===== src/rtl/vga_pkg.sv =====
// Shared 640x480@60 timing constants and small helpers for the VGA timing generator.
package vga_pkg;

    // Horizontal timing in pixels
    localparam int H_VISIBLE = 640;
    localparam int H_FP      = 16;
    localparam int H_SYNC    = 96;
    localparam int H_BP      = 48;
    localparam int H_TOTAL   = 800;

    // Vertical timing in lines
    localparam int V_VISIBLE = 480;
    localparam int V_FP      = 10;
    localparam int V_SYNC    = 2;
    localparam int V_BP      = 33;
    localparam int V_TOTAL   = 525;

    // Counter widths
    localparam int COUNT_W = 10;
    localparam int FRAME_W = 16;

    // First count value inside the sync pulse
    function automatic int sync_first(input int visible, input int fp);
        return visible + fp;
    endfunction

    // First count value after the sync pulse (exclusive end)
    function automatic int sync_after(input int visible, input int fp, input int sync_w);
        return visible + fp + sync_w;
    endfunction

endpackage


===== src/rtl/vga_axis_counter.sv =====
// One timing axis: wrapping position counter with decoded sync and visible flags.
// The sync window is [SYNC_START, SYNC_END): SYNC_END is the first count after the pulse.
module vga_axis_counter
    import vga_pkg::*;
#(
    parameter int TOTAL      = H_TOTAL,
    parameter int SYNC_START = H_VISIBLE + H_FP,
    parameter int SYNC_END   = H_VISIBLE + H_FP + H_SYNC,
    parameter int VISIBLE    = H_VISIBLE
) (
    input  logic               Clk,
    input  logic               Reset,
    input  logic               en,
    output logic [COUNT_W-1:0] count,
    output logic               wrap,
    output logic               sync_n,
    output logic               visible
);

    localparam logic [COUNT_W-1:0] LAST    = COUNT_W'(TOTAL - 1);
    localparam logic [COUNT_W-1:0] SYNC_LO = COUNT_W'(SYNC_START);
    localparam logic [COUNT_W-1:0] SYNC_HI = COUNT_W'(SYNC_END);
    localparam logic [COUNT_W-1:0] VIS_END = COUNT_W'(VISIBLE);

    // Advance on enabled edges, wrapping from LAST back to zero
    always_ff @(posedge Clk) begin
        if (Reset) begin
            count <= '0;
        end else if (en) begin
            if (count == LAST) begin
                count <= '0;
            end else begin
                count <= count + 1'b1;
            end
        end
    end

    // wrap marks the edge on which the counter returns to zero
    assign wrap    = en && (count == LAST);
    assign sync_n  = !((count >= SYNC_LO) && (count < SYNC_HI));
    assign visible = (count < VIS_END);

endmodule


===== src/rtl/vga_timing_gen.sv =====
// VGA timing generator: Clk/2 pixel clock, x/y counters, syncs, blank, line/frame pulses.
// Geometry defaults to 640x480@60 from vga_pkg; overrides exist so a smaller raster can be used.
module vga_timing_gen
    import vga_pkg::*;
#(
    parameter int H_VISIBLE_P = H_VISIBLE,
    parameter int H_FP_P      = H_FP,
    parameter int H_SYNC_P    = H_SYNC,
    parameter int H_TOTAL_P   = H_TOTAL,
    parameter int V_VISIBLE_P = V_VISIBLE,
    parameter int V_FP_P      = V_FP,
    parameter int V_SYNC_P    = V_SYNC,
    parameter int V_TOTAL_P   = V_TOTAL
) (
    input  logic               Clk,
    input  logic               Reset,
    output logic               pixel_clk,
    output logic               hs,
    output logic               vs,
    output logic               blank,
    output logic               sync,
    output logic [COUNT_W-1:0] DrawX,
    output logic [COUNT_W-1:0] DrawY,
    output logic               frame_start,
    output logic               line_start,
    output logic [FRAME_W-1:0] frame_count
);

    logic               ph;
    logic               h_wrap, v_wrap;
    logic               h_sync_n, v_sync_n;
    logic               h_visible, v_visible;
    logic [FRAME_W-1:0] frame_count_q;
    logic               frame_start_q, line_start_q;

    // Counters move only on the ph=1 edge (pixel_clk falling), so DrawX/DrawY
    // are settled by the next pixel_clk rising edge.
    vga_axis_counter #(
        .TOTAL      (H_TOTAL_P),
        .SYNC_START (sync_first(H_VISIBLE_P, H_FP_P)),
        .SYNC_END   (sync_after(H_VISIBLE_P, H_FP_P, H_SYNC_P)),
        .VISIBLE    (H_VISIBLE_P)
    ) u_h (
        .Clk     (Clk),
        .Reset   (Reset),
        .en      (ph),
        .count   (DrawX),
        .wrap    (h_wrap),
        .sync_n  (h_sync_n),
        .visible (h_visible)
    );

    // Vertical axis steps once per horizontal wrap
    vga_axis_counter #(
        .TOTAL      (V_TOTAL_P),
        .SYNC_START (sync_first(V_VISIBLE_P, V_FP_P)),
        .SYNC_END   (sync_after(V_VISIBLE_P, V_FP_P, V_SYNC_P)),
        .VISIBLE    (V_VISIBLE_P)
    ) u_v (
        .Clk     (Clk),
        .Reset   (Reset),
        .en      (h_wrap),
        .count   (DrawY),
        .wrap    (v_wrap),
        .sync_n  (v_sync_n),
        .visible (v_visible)
    );

    // Phase toggle plus line/frame pulses; pulses are registered so they land on
    // the first cycle at the new position and clear on the following ph=0 edge.
    always_ff @(posedge Clk) begin
        if (Reset) begin
            ph            <= 1'b0;
            frame_count_q <= '0;
            frame_start_q <= 1'b0;
            line_start_q  <= 1'b0;
        end else begin
            ph            <= ~ph;
            line_start_q  <= h_wrap;
            frame_start_q <= v_wrap;
            if (v_wrap) begin
                frame_count_q <= frame_count_q + 1'b1;
            end
        end
    end

    // Decoded straight from the current counters so nothing skews against DrawX/DrawY
    assign pixel_clk   = ph;
    assign hs          = h_sync_n;
    assign vs          = v_sync_n;
    assign blank       = h_visible && v_visible;
    assign sync        = 1'b0;
    assign frame_start = frame_start_q;
    assign line_start  = line_start_q;
    assign frame_count = frame_count_q;

endmodule


===== config.mk =====
export PLATFORM = sky130hd
export DESIGN_NAME = vga_timing_gen
export DESIGN_NICKNAME = d
export VERILOG_FILES = /design/src/rtl/vga_pkg.sv /design/src/rtl/vga_axis_counter.sv /design/src/rtl/vga_timing_gen.sv
export SDC_FILE = /design/constraint.sdc
export NUM_CORES = 1
export LEC_CHECK = 0
export CORE_ASPECT_RATIO = 1.75
export CORE_UTILIZATION = 50
export CTS_BUF_LIST = sky130_fd_sc_hd__clkbuf_16
export CTS_CLUSTER_DIAMETER = 80
export DETAILED_ROUTE_END_ITERATION = 16
export PLACE_DENSITY = 0.79
export SYNTH_ARGS = -nofsm -noshare
export SYNTH_HDL_FRONTEND = slang
export SYNTH_SLANG_ARGS = --single-unit

===== constraint.sdc =====
create_clock -name Clk -period 2.5 [get_ports Clk]
set_input_delay 0.375 -clock Clk [delete_from_list [all_inputs] [get_ports Clk]]
set_output_delay 0.375 -clock Clk [all_outputs]
set_load 0.01 [all_outputs]

# ---- Word-level counts from Yosys, hierarchy flattened
# Cells that the tools add are included.
dict set report totals {
  inputBits 2
  regBits 39
}
dict set report op_classes {
  n_lt_le_gt_ge 6
  reduce_logical 7
  add_sub_neg 3
  n_mux 2
  bitwise 1
  eq_ne 2
}
# cell count
set ops {}
lappend ops {{10-bit by 1-bit adder with 10-bit output (second input constant)} 2}
lappend ops {{10-bit == test (second input constant)} 2}
lappend ops {{10-bit less-than comparator (second input constant)} 2}
lappend ops {{10-bit by 9-bit less-than comparator with 1-bit output (second input constant)} 2}
lappend ops {{10-bit two-way mux} 2}
lappend ops {{16-bit by 1-bit adder with 16-bit output (second input constant)} 1}
lappend ops {{10-bit greater-or-equal comparator (second input constant)} 1}
lappend ops {{10-bit by 9-bit greater-or-equal comparator with 1-bit output (second input constant)} 1}
lappend ops {{1-bit logical AND} 5}
lappend ops {{1-bit logical NOT} 2}
lappend ops {{1-bit inverter} 1}

# ---- Longest topological paths before layout
# Gate-level depths: netlist (run 1).
dict set report logic_depth {
  ltp_word 3
  ltp_mapped 7
  ltp_nobuf 6
}

# ---- By module
# A second synthesis (run 1) with hierarchy kept.
dict set report unflattened {
  hier_cells 212
  hier_area_um2 1908.1
}
# mod area_per_inst_um2 cells_per_inst instances
set by_module_without_submodules {}
lappend by_module_without_submodules {vga_timing_gen 848.3 91 1}
lappend by_module_without_submodules {{vga_axis_counter (u_v)} 541.8 62 1}
lappend by_module_without_submodules {{vga_axis_counter (u_h)} 518.0 59 1}

# ---- Worst setup path after synthesis (run 1)
# No wires, ideal clock.
dict set report synth_timing {
  path_type {reg-to-reg}
  start {register u_v.count[0]}
  end {register u_v.count[6]}
  setup_ns 0.070
  slack_ns 0.697
  required_time_ns 2.430
  arrival_ns 1.733
  path_stages_with_launch 7
  cell_sequence {dfxtp_1 -> inv_1 -> ha_1 -> and4bb_2 -> and3_1 -> or4_1 -> a21oi_1}
}
dict set report synth_between {
  elab_chain_cells 2
}
# item line_no
set synth_rtl {}
lappend synth_rtl {{start, declared} vga_axis_counter.sv:14} ;# output logic [COUNT_W-1:0] count,
lappend synth_rtl {{start signal, assigned} vga_axis_counter.sv:33} ;# count <= count + 1'b1;
lappend synth_rtl {{10-bit by 1-bit adder with 10-bit output / 10-bit == test (equally long branches)} {vga_axis_counter.sv:33, vga_axis_counter.sv:30}}
lappend synth_rtl {{10-bit two-way mux (*)} vga_axis_counter.sv:30} ;# if (count == LAST) begin
# Every way passes the cells marked *; elsewhere a longest branch is shown, timed or not.
# A chain may end at the register's enable or synchronous reset.

# ---- Worst setup path in the final report (run 1)
dict set report layout_timing {
  start {register u_h.count[5]}
  end {output port hs}
}
dict set report layout_between {
  elab_chain_cells 3
}
# item line_no
set layout_rtl {}
lappend layout_rtl {{start, declared} vga_axis_counter.sv:14}
lappend layout_rtl {{start signal, assigned} vga_axis_counter.sv:33}
lappend layout_rtl {{10-bit greater-or-equal comparator / 10-bit less-than comparator (equally long branches)} vga_axis_counter.sv:40} ;# assign sync_n = !((count >= SYNC_LO) && (count < SYNC_HI));
lappend layout_rtl {{1-bit logical AND (*)} vga_axis_counter.sv:40}
lappend layout_rtl {{1-bit logical NOT (*)} vga_axis_counter.sv:40}
lappend layout_rtl {{end, declared} vga_timing_gen.sv:18} ;# output logic hs,
# Marked as above.

==> flow_metrics.py, run 1 <==
metrics = {
    "routing": {
        "drt_iter0_drc": 26,
        "routed_via_density": 5.939,
        "wirelength_mm": 4.929,
        "vias": 1954,
        "ant_nets": 0,
        "wl_per_cell_um": 14.98,
        "firstDrtPassIters": 4,
        "post-route-drc-count": 0,
    },
    "synthesis": {
        "ys.flop_type": "dfxtp_1",
        "async_flop_share_pct": 0,
        "yosysTopAreaCell": "dfxtp_1",
        "yosysWarnings": 0,
        "synth_common_cells": "dfxtp_1, a21oi_1, nor2_1, nand4_1, or4_1",
        "synth_top_cells_by_area": "dfxtp_1, a21oi_1, or4_1",
        "synth-seq-cells": 39,
        "synth_seq_area_share_pct": 38.49,
        "synth_fp_nets": 247,
        "post-synth-top-count-cell": "dfxtp_1",
        "avgSynthCellArea_um2": 8.451,
        "ys_types": 38,
        "synth_edf_count": 0,
        "synth_top_area_share_pct": 38.49,
        "postSynthCellCount": 240,
        "netlist_area_mm2": 0.002028,
    },
    "floorplanning": {
        "fp.dieH_um": 86.25,
        "rows": 30,
        "start_util_pct": 52.46,
        "core_area_mm2": 0.003866,
        "fp.dieW_um": 50.15,
        "dieArea_mm2": 0.004325,
        "ios": 45,
    },
    "hold_path": {
        "hold_path.class": "reg -> reg",
        "min_path_cells": 2,
        "hold_end": "frame_count[15]$_SDFFE_PP0P_",
        "worstHoldStart": "frame_count[15]$_SDFFE_PP0P_",
    },
    "timing": {
        "min_period_ps": 2260,
        "hold_violations": 0,
        "final-setup-viol-count": 0,
        "finalCritPeriodShare_pct": 90.40,
        "skew_ps": 7.413,
        "rsz0062_at_grt": "false",
        "fmax_ghz": 0.4425,
        "setup_tns_ps": 0,
        "finalMaxSlewViolations": 0,
    },
    "clock_network": {
        "clockBufferDepth": 2,
        "cts_tree": "done",
        "clk_pin_slew_ps": 60,
        "root_buffer": "clkbuf_16",
        "h-tree-depth": 2,
        "cts_hold_buffers": 0,
        "post-cts-setup-buffers": 0,
        "clk_latency_ps": 290,
        "cts_sinks": 39,
        "cts_buffers": 5,
        "cts_resized": 0,
    },
    "critical_path": {
        "start_kind": "register",
        "critPathMaxFanout": 10,
        "reg2reg_from": "u_v.count[0]$_SDFFE_PP0P_",
        "cp-end-kind": "output pin",
        "r2r_slack_ps": 540,
        "r2r_end": "frame_count[8]$_SDFFE_PP0P_",
        "required_ps": 2120,
        "crit_arrival_ps": 1880,
        "critPathKind": "reg -> out",
        "r2r_cells": 7,
    },
    "finish": {
        "nFillCells": 336,
        "finish.utilization_pct": 68.48,
        "drive_above_1_share_pct": 7.117,
        "layout.nets": 287,
        "area_delta_synth_final_pct": 30.54,
        "multi_input_area_mm2": 0.001126,
        "seqCellArea_um2": 780.7,
        "n_antenna_cell": 0,
    },
    "placed_design": {
        "place.gp.congestion": 0.8691,
        "portBuffers": 43,
        "hpwl_mm": 3.341,
    },
    "power_and_ir_drop": {
        "finalPower_mw": 1.387,
        "p_leak_nw": 0.8451,
        "ir_drop_mv": 0.5101,
        "powerDensity_mw_per_mm2": 523.9,
    },
    "flow_run": {
        "max_cap_violations": 0,
    },
    "global_routing": {
        "grt.overflow.total": 0,
        "antenna_found_initial": 0,
        "grt_pass1_vias": 1919,
        "grt_max_degree": 21,
        "grt_usage_pct": 25.51,
        "grt_first_pass_wirelength_mm": 8.500,
    },
    "outcome": {
        "status": "completed",
    },
}
==> registers in the layout (all words and copies together), names as in the netlist <==
| register | cells |
|---|---|
| frame_count | 16 |
| u_h.count | 10 |
| pixel_clk | 1 |
| frame_start | 1 |
| line_start | 1 |
| u_v.count | 10 |
==> cell type report <==
| cell class | instances | area share (%) |
|---|---|---|
| clock buffer | 5 | 4.726 |
| clock inverter | 3 | 1.465 |
| inverter | 9 | 1.276 |
| multi-input combinational | 175 | 42.53 |
| sequential | 39 | 29.49 |
| tap | 48 | 2.268 |
| timing repair buffer | 50 | 18.24 |
==> cell families (layout without fill, tap and decap cells) <==
group	count (synthesis)	in the layout	share of synthesized area [%]
simple gates	105	105	32.33
compound gates	55	55	15.92
flops	39	39	38.49
buf+inv	26	67	6.107
xor+xnor	9	9	3.887
fa+ha+maj	5	5	3.085
other cells	1	1	0.1849
==> routing by layer <==
layer / vias up / part of all wire, % / track usage, % / wire [µm]
met4: 0 / 2.8 / 13.51 / 138
met3: 15 / 3.6 / 6.667 / 179
li1: 967 / - / - / -
met1: 923 / 41 / 27.38 / 2014
met5: - / 0 / 0 / 0
met2: 49 / 53 / 44.48 / 2597
==> through the flow <==
step	hold WS [ps]	area [µm²]	instances	worst slack, ps
5_1_grt	516.1	2648	329	128.0
3_5_place_dp	476.5	2481	321	422.7
3_3_place_gp	465.3	2481	321	534.6
4_1_cts	485.0	2645	329	193.9
6_report	484.4	2648	329	240.0
2_1_floorplan	495.9	2028	240	696.9
==> report_power, final <==
group | total, mW | internal (mW) | switching [mW]
Combinational | 0.0388 | 0.0171 | 0.0218
Sequential | 0.630 | 0.626 | 0.00465
Clock | 0.718 | 0.465 | 0.253
==> worst max-delay path by stage <==
stage,cells past startpoint,slack (ps),endpoint,startpoint
after detailed placement,4,420,frame_count[9]$_SDFFE_PP0P_,u_v.count[3]$_SDFFE_PP0P_
final,3,240,hs,u_h.count[5]$_SDFFE_PP0P_
after floorplan,6,700,u_v.count[6]$_SDFFE_PP0P_,u_v.count[0]$_SDFFE_PP0P_
after global placement,4,530,frame_count[15]$_SDFFE_PP0P_,u_v.count[3]$_SDFFE_PP0P_
after CTS,3,190,vs,u_v.count[3]$_SDFFE_PP0P_
after global routing,5,130,vs,u_v.count[5]$_SDFFE_PP0P_
==> cell usage in the layout (no fill, tap or decap), drive strengths merged, types with 4 or more instances in the layout <==
master	Yosys	layout
clkbuf	11	5
dfxtp	39	39
nand2	11	11
nand4	14	14
or4	13	13
and4	4	4
a21oi	26	26
o31ai	11	11
xnor2	6	6
nor2	16	16
buf	6	7
ha	5	5
inv	9	9
o21ai	10	10
and2	4	4
and3	7	7
a31oi	4	4
nand3	13	13
nor3	4	4
or3	6	6
clkdlybuf4s50	0	43
==> critical path, cell delays in order, from the launching register on <==
cell             delay, ps
dfxtp_1                520
nor3_1                  80
or4_1                  510
clkdlybuf4s50_1        490
No activity file was read; power rests on OpenSTA's default activity.
==> run 2, diff against run 1 <==
==> constraint.sdc (replaced) <==
create_clock -name Clk -period 2.5 [get_ports Clk]
set_input_delay 0.25 -clock Clk [delete_from_list [all_inputs] [get_ports Clk]]
set_output_delay 0.25 -clock Clk [all_outputs]
set_load 0.01 [all_outputs]
==> flow_metrics.py, run 2 (same netlist as run 1, synthesis figures left out) <==
metrics = {
    "outcome": {
        "status": "completed",
    },
    "clock_network": {
        "clockBufferDepth": 2,
        "post-cts-setup-buffers": 0,
        "cts_hold_buffers": 0,
        "cts_resized": 0,
        "cts_tree": "done",
        "root_buffer": "clkbuf_16",
        "cts_sinks": 39,
        "clk_pin_slew_ps": 60,
        "cts_buffers": 5,
        "h-tree-depth": 2,
        "clk_latency_ps": 280,
    },
    "timing": {
        "skew_ps": 3.960,
        "final-setup-viol-count": 0,
        "finalCritPeriodShare_pct": 86.94,
        "rsz0062_at_grt": "false",
        "whs_ps": 479.6,
        "tightestPinTransition_ps": 599.1,
        "finalMaxSlewViolations": 0,
        "fmax_ghz": 0.4601,
        "setup_tns_ps": 0,
        "hold_violations": 0,
        "min_period_ps": 2173,
        "fin_ws_ps": 326.6,
        "slew_headroom_pct": 59.98,
    },
    "critical_path": {
        "crit_arrival_ps": 1920,
        "critPathMaxFanout": 8,
        "start_kind": "register",
        "cp-end-kind": "output pin",
        "startpoint": "u_v.count[3]$_SDFFE_PP0P_",
        "reg2reg_from": "u_v.count[3]$_SDFFE_PP0P_",
        "r2r_end": "frame_count[9]$_SDFFE_PP0P_",
        "r2r_cells": 4,
        "r2r_slack_ps": 410,
        "required_ps": 2250,
        "critPathKind": "reg -> out",
    },
    "placed_design": {
        "hpwl_mm": 3.295,
        "dp_slack_ps": 432.6,
        "place.gp.congestion": 0.8126,
        "portBuffers": 43,
    },
    "global_routing": {
        "grt_max_degree": 25,
        "grt_pass1_vias": 1763,
        "grt.overflow.total": 0,
        "antenna_found_initial": 0,
        "grt_usage_pct": 24.00,
        "grt_first_pass_wirelength_mm": 7.955,
    },
    "finish": {
        "drive_above_1_share_pct": 6.452,
        "n_antenna_cell": 0,
        "layout.nets": 285,
        "final_cell_mix": "clkdlybuf4s50_1, dfxtp_1, a21oi_1, nor2_1",
        "seqCellArea_um2": 780.7,
        "nFillCells": 326,
        "area_delta_synth_final_pct": 28.75,
        "final_common_cell": "clkdlybuf4s50_1",
        "largest_register_ffs": 16,
        "multi_input_area_mm2": 0.001124,
    },
    "power_and_ir_drop": {
        "switching_share_pct": 21.92,
        "powerDensity_mw_per_mm2": 494.8,
        "p_leak_nw": 0.8208,
        "finalPower_mw": 1.292,
        "p_seq_share_pct": 48.7,
        "p_int_mw": 1.009,
        "combinationalPowerShare_pct": 2.9,
        "ir_drop_mv": 0.6112,
        "pwr-share-clk_pct": 48.4,
        "p_sw_uw": 283.2,
    },
    "routing": {
        "firstDrtPassIters": 4,
        "ant_nets": 0,
        "wirelength_mm": 4.887,
        "vias": 1972,
        "drt_iter0_drc": 61,
        "wl_per_cell_um": 14.94,
        "routed_via_density": 6.031,
        "post-route-drc-count": 0,
    },
    "floorplanning": {
        "fp.dieH_um": 86.25,
        "start_util_pct": 52.46,
        "rows": 30,
        "ios": 45,
        "dieArea_mm2": 0.004325,
        "core_area_mm2": 0.003866,
        "fp.dieW_um": 50.15,
    },
    "hold_path": {
        "hold_end": "frame_count[15]$_SDFFE_PP0P_",
        "min_path_cells": 2,
        "hold_path.class": "reg -> reg",
        "worstHoldStart": "frame_count[15]$_SDFFE_PP0P_",
    },
    "flow_run": {
        "max_cap_violations": 0,
    },
}
[run 2: changes by cell type in the layout (fill, tap and decap cells not counted)]
cell,previous run,this run
clkinv_1,1,0
buf_4,7,5
nor2b_2,1,0
bufinv_16,1,0
nor2b_1,0,1
clkinvlp_4,0,2
[run 2: layout make-up]
class	instances	area share, %
Clock buffer	5	4.792
Clock inverter	3	0.7667
Inverter	9	1.294
Multi-Input combinational cell	175	43.03
Tap cell	48	2.300
Sequential cell	39	29.90
Timing Repair Buffer	48	17.92
[run 2: power by group through the flow]
stage	sequential, mW	combinational (mW)	clock (mW)
2_1_floorplan	0.645	0.0220	0
4_1_cts	0.630	0.0377	0.634
3_3_place_gp	0.643	0.0377	0
3_5_place_dp	0.644	0.0375	0
5_1_grt	0.630	0.0406	0.652
6_report	0.630	0.0374	0.625
[run 2: worst max-delay path by stage]
stage | cells past startpoint | endpoint | slack, ps
2_1_floorplan | 6 | u_v.count[6]$_SDFFE_PP0P_ | 700
3_3_place_gp | 5 | frame_count[12]$_SDFFE_PP0P_ | 510
3_5_place_dp | 4 | frame_count[9]$_SDFFE_PP0P_ | 430
4_1_cts | 3 | vs | 350
5_1_grt | 3 | vs | 170
6_report | 3 | vs | 330
[run 2: layer usage]
| layer | part of all wire, % | wire, µm | global-route usage [%] |
|---|---|---|---|
| met5 | 0 | 0 | 0 |
| met4 | 2.0 | 99 | 11.69 |
| met3 | 4.1 | 200 | 4.737 |
| met2 | 53 | 2607 | 44.00 |
| met1 | 40 | 1979 | 25.19 |
[run 2: through the flow]
stage          instance area (µm²)  cells  util, %
6_report                      2611    327    67.54
5_1_grt                       2611    327    67.54
4_1_cts                       2611    327    67.54
3_5_place_dp                  2466    319    63.79
3_3_place_gp                  2466    319    63.79
2_1_floorplan                 2028    240        -
[run 2: worst max-delay path, stage by stage (launching register included)]
cell and delay (ps):
dfxtp_1 420, nor2b_1 540, nand4b_1 170, clkdlybuf4s50_1 510
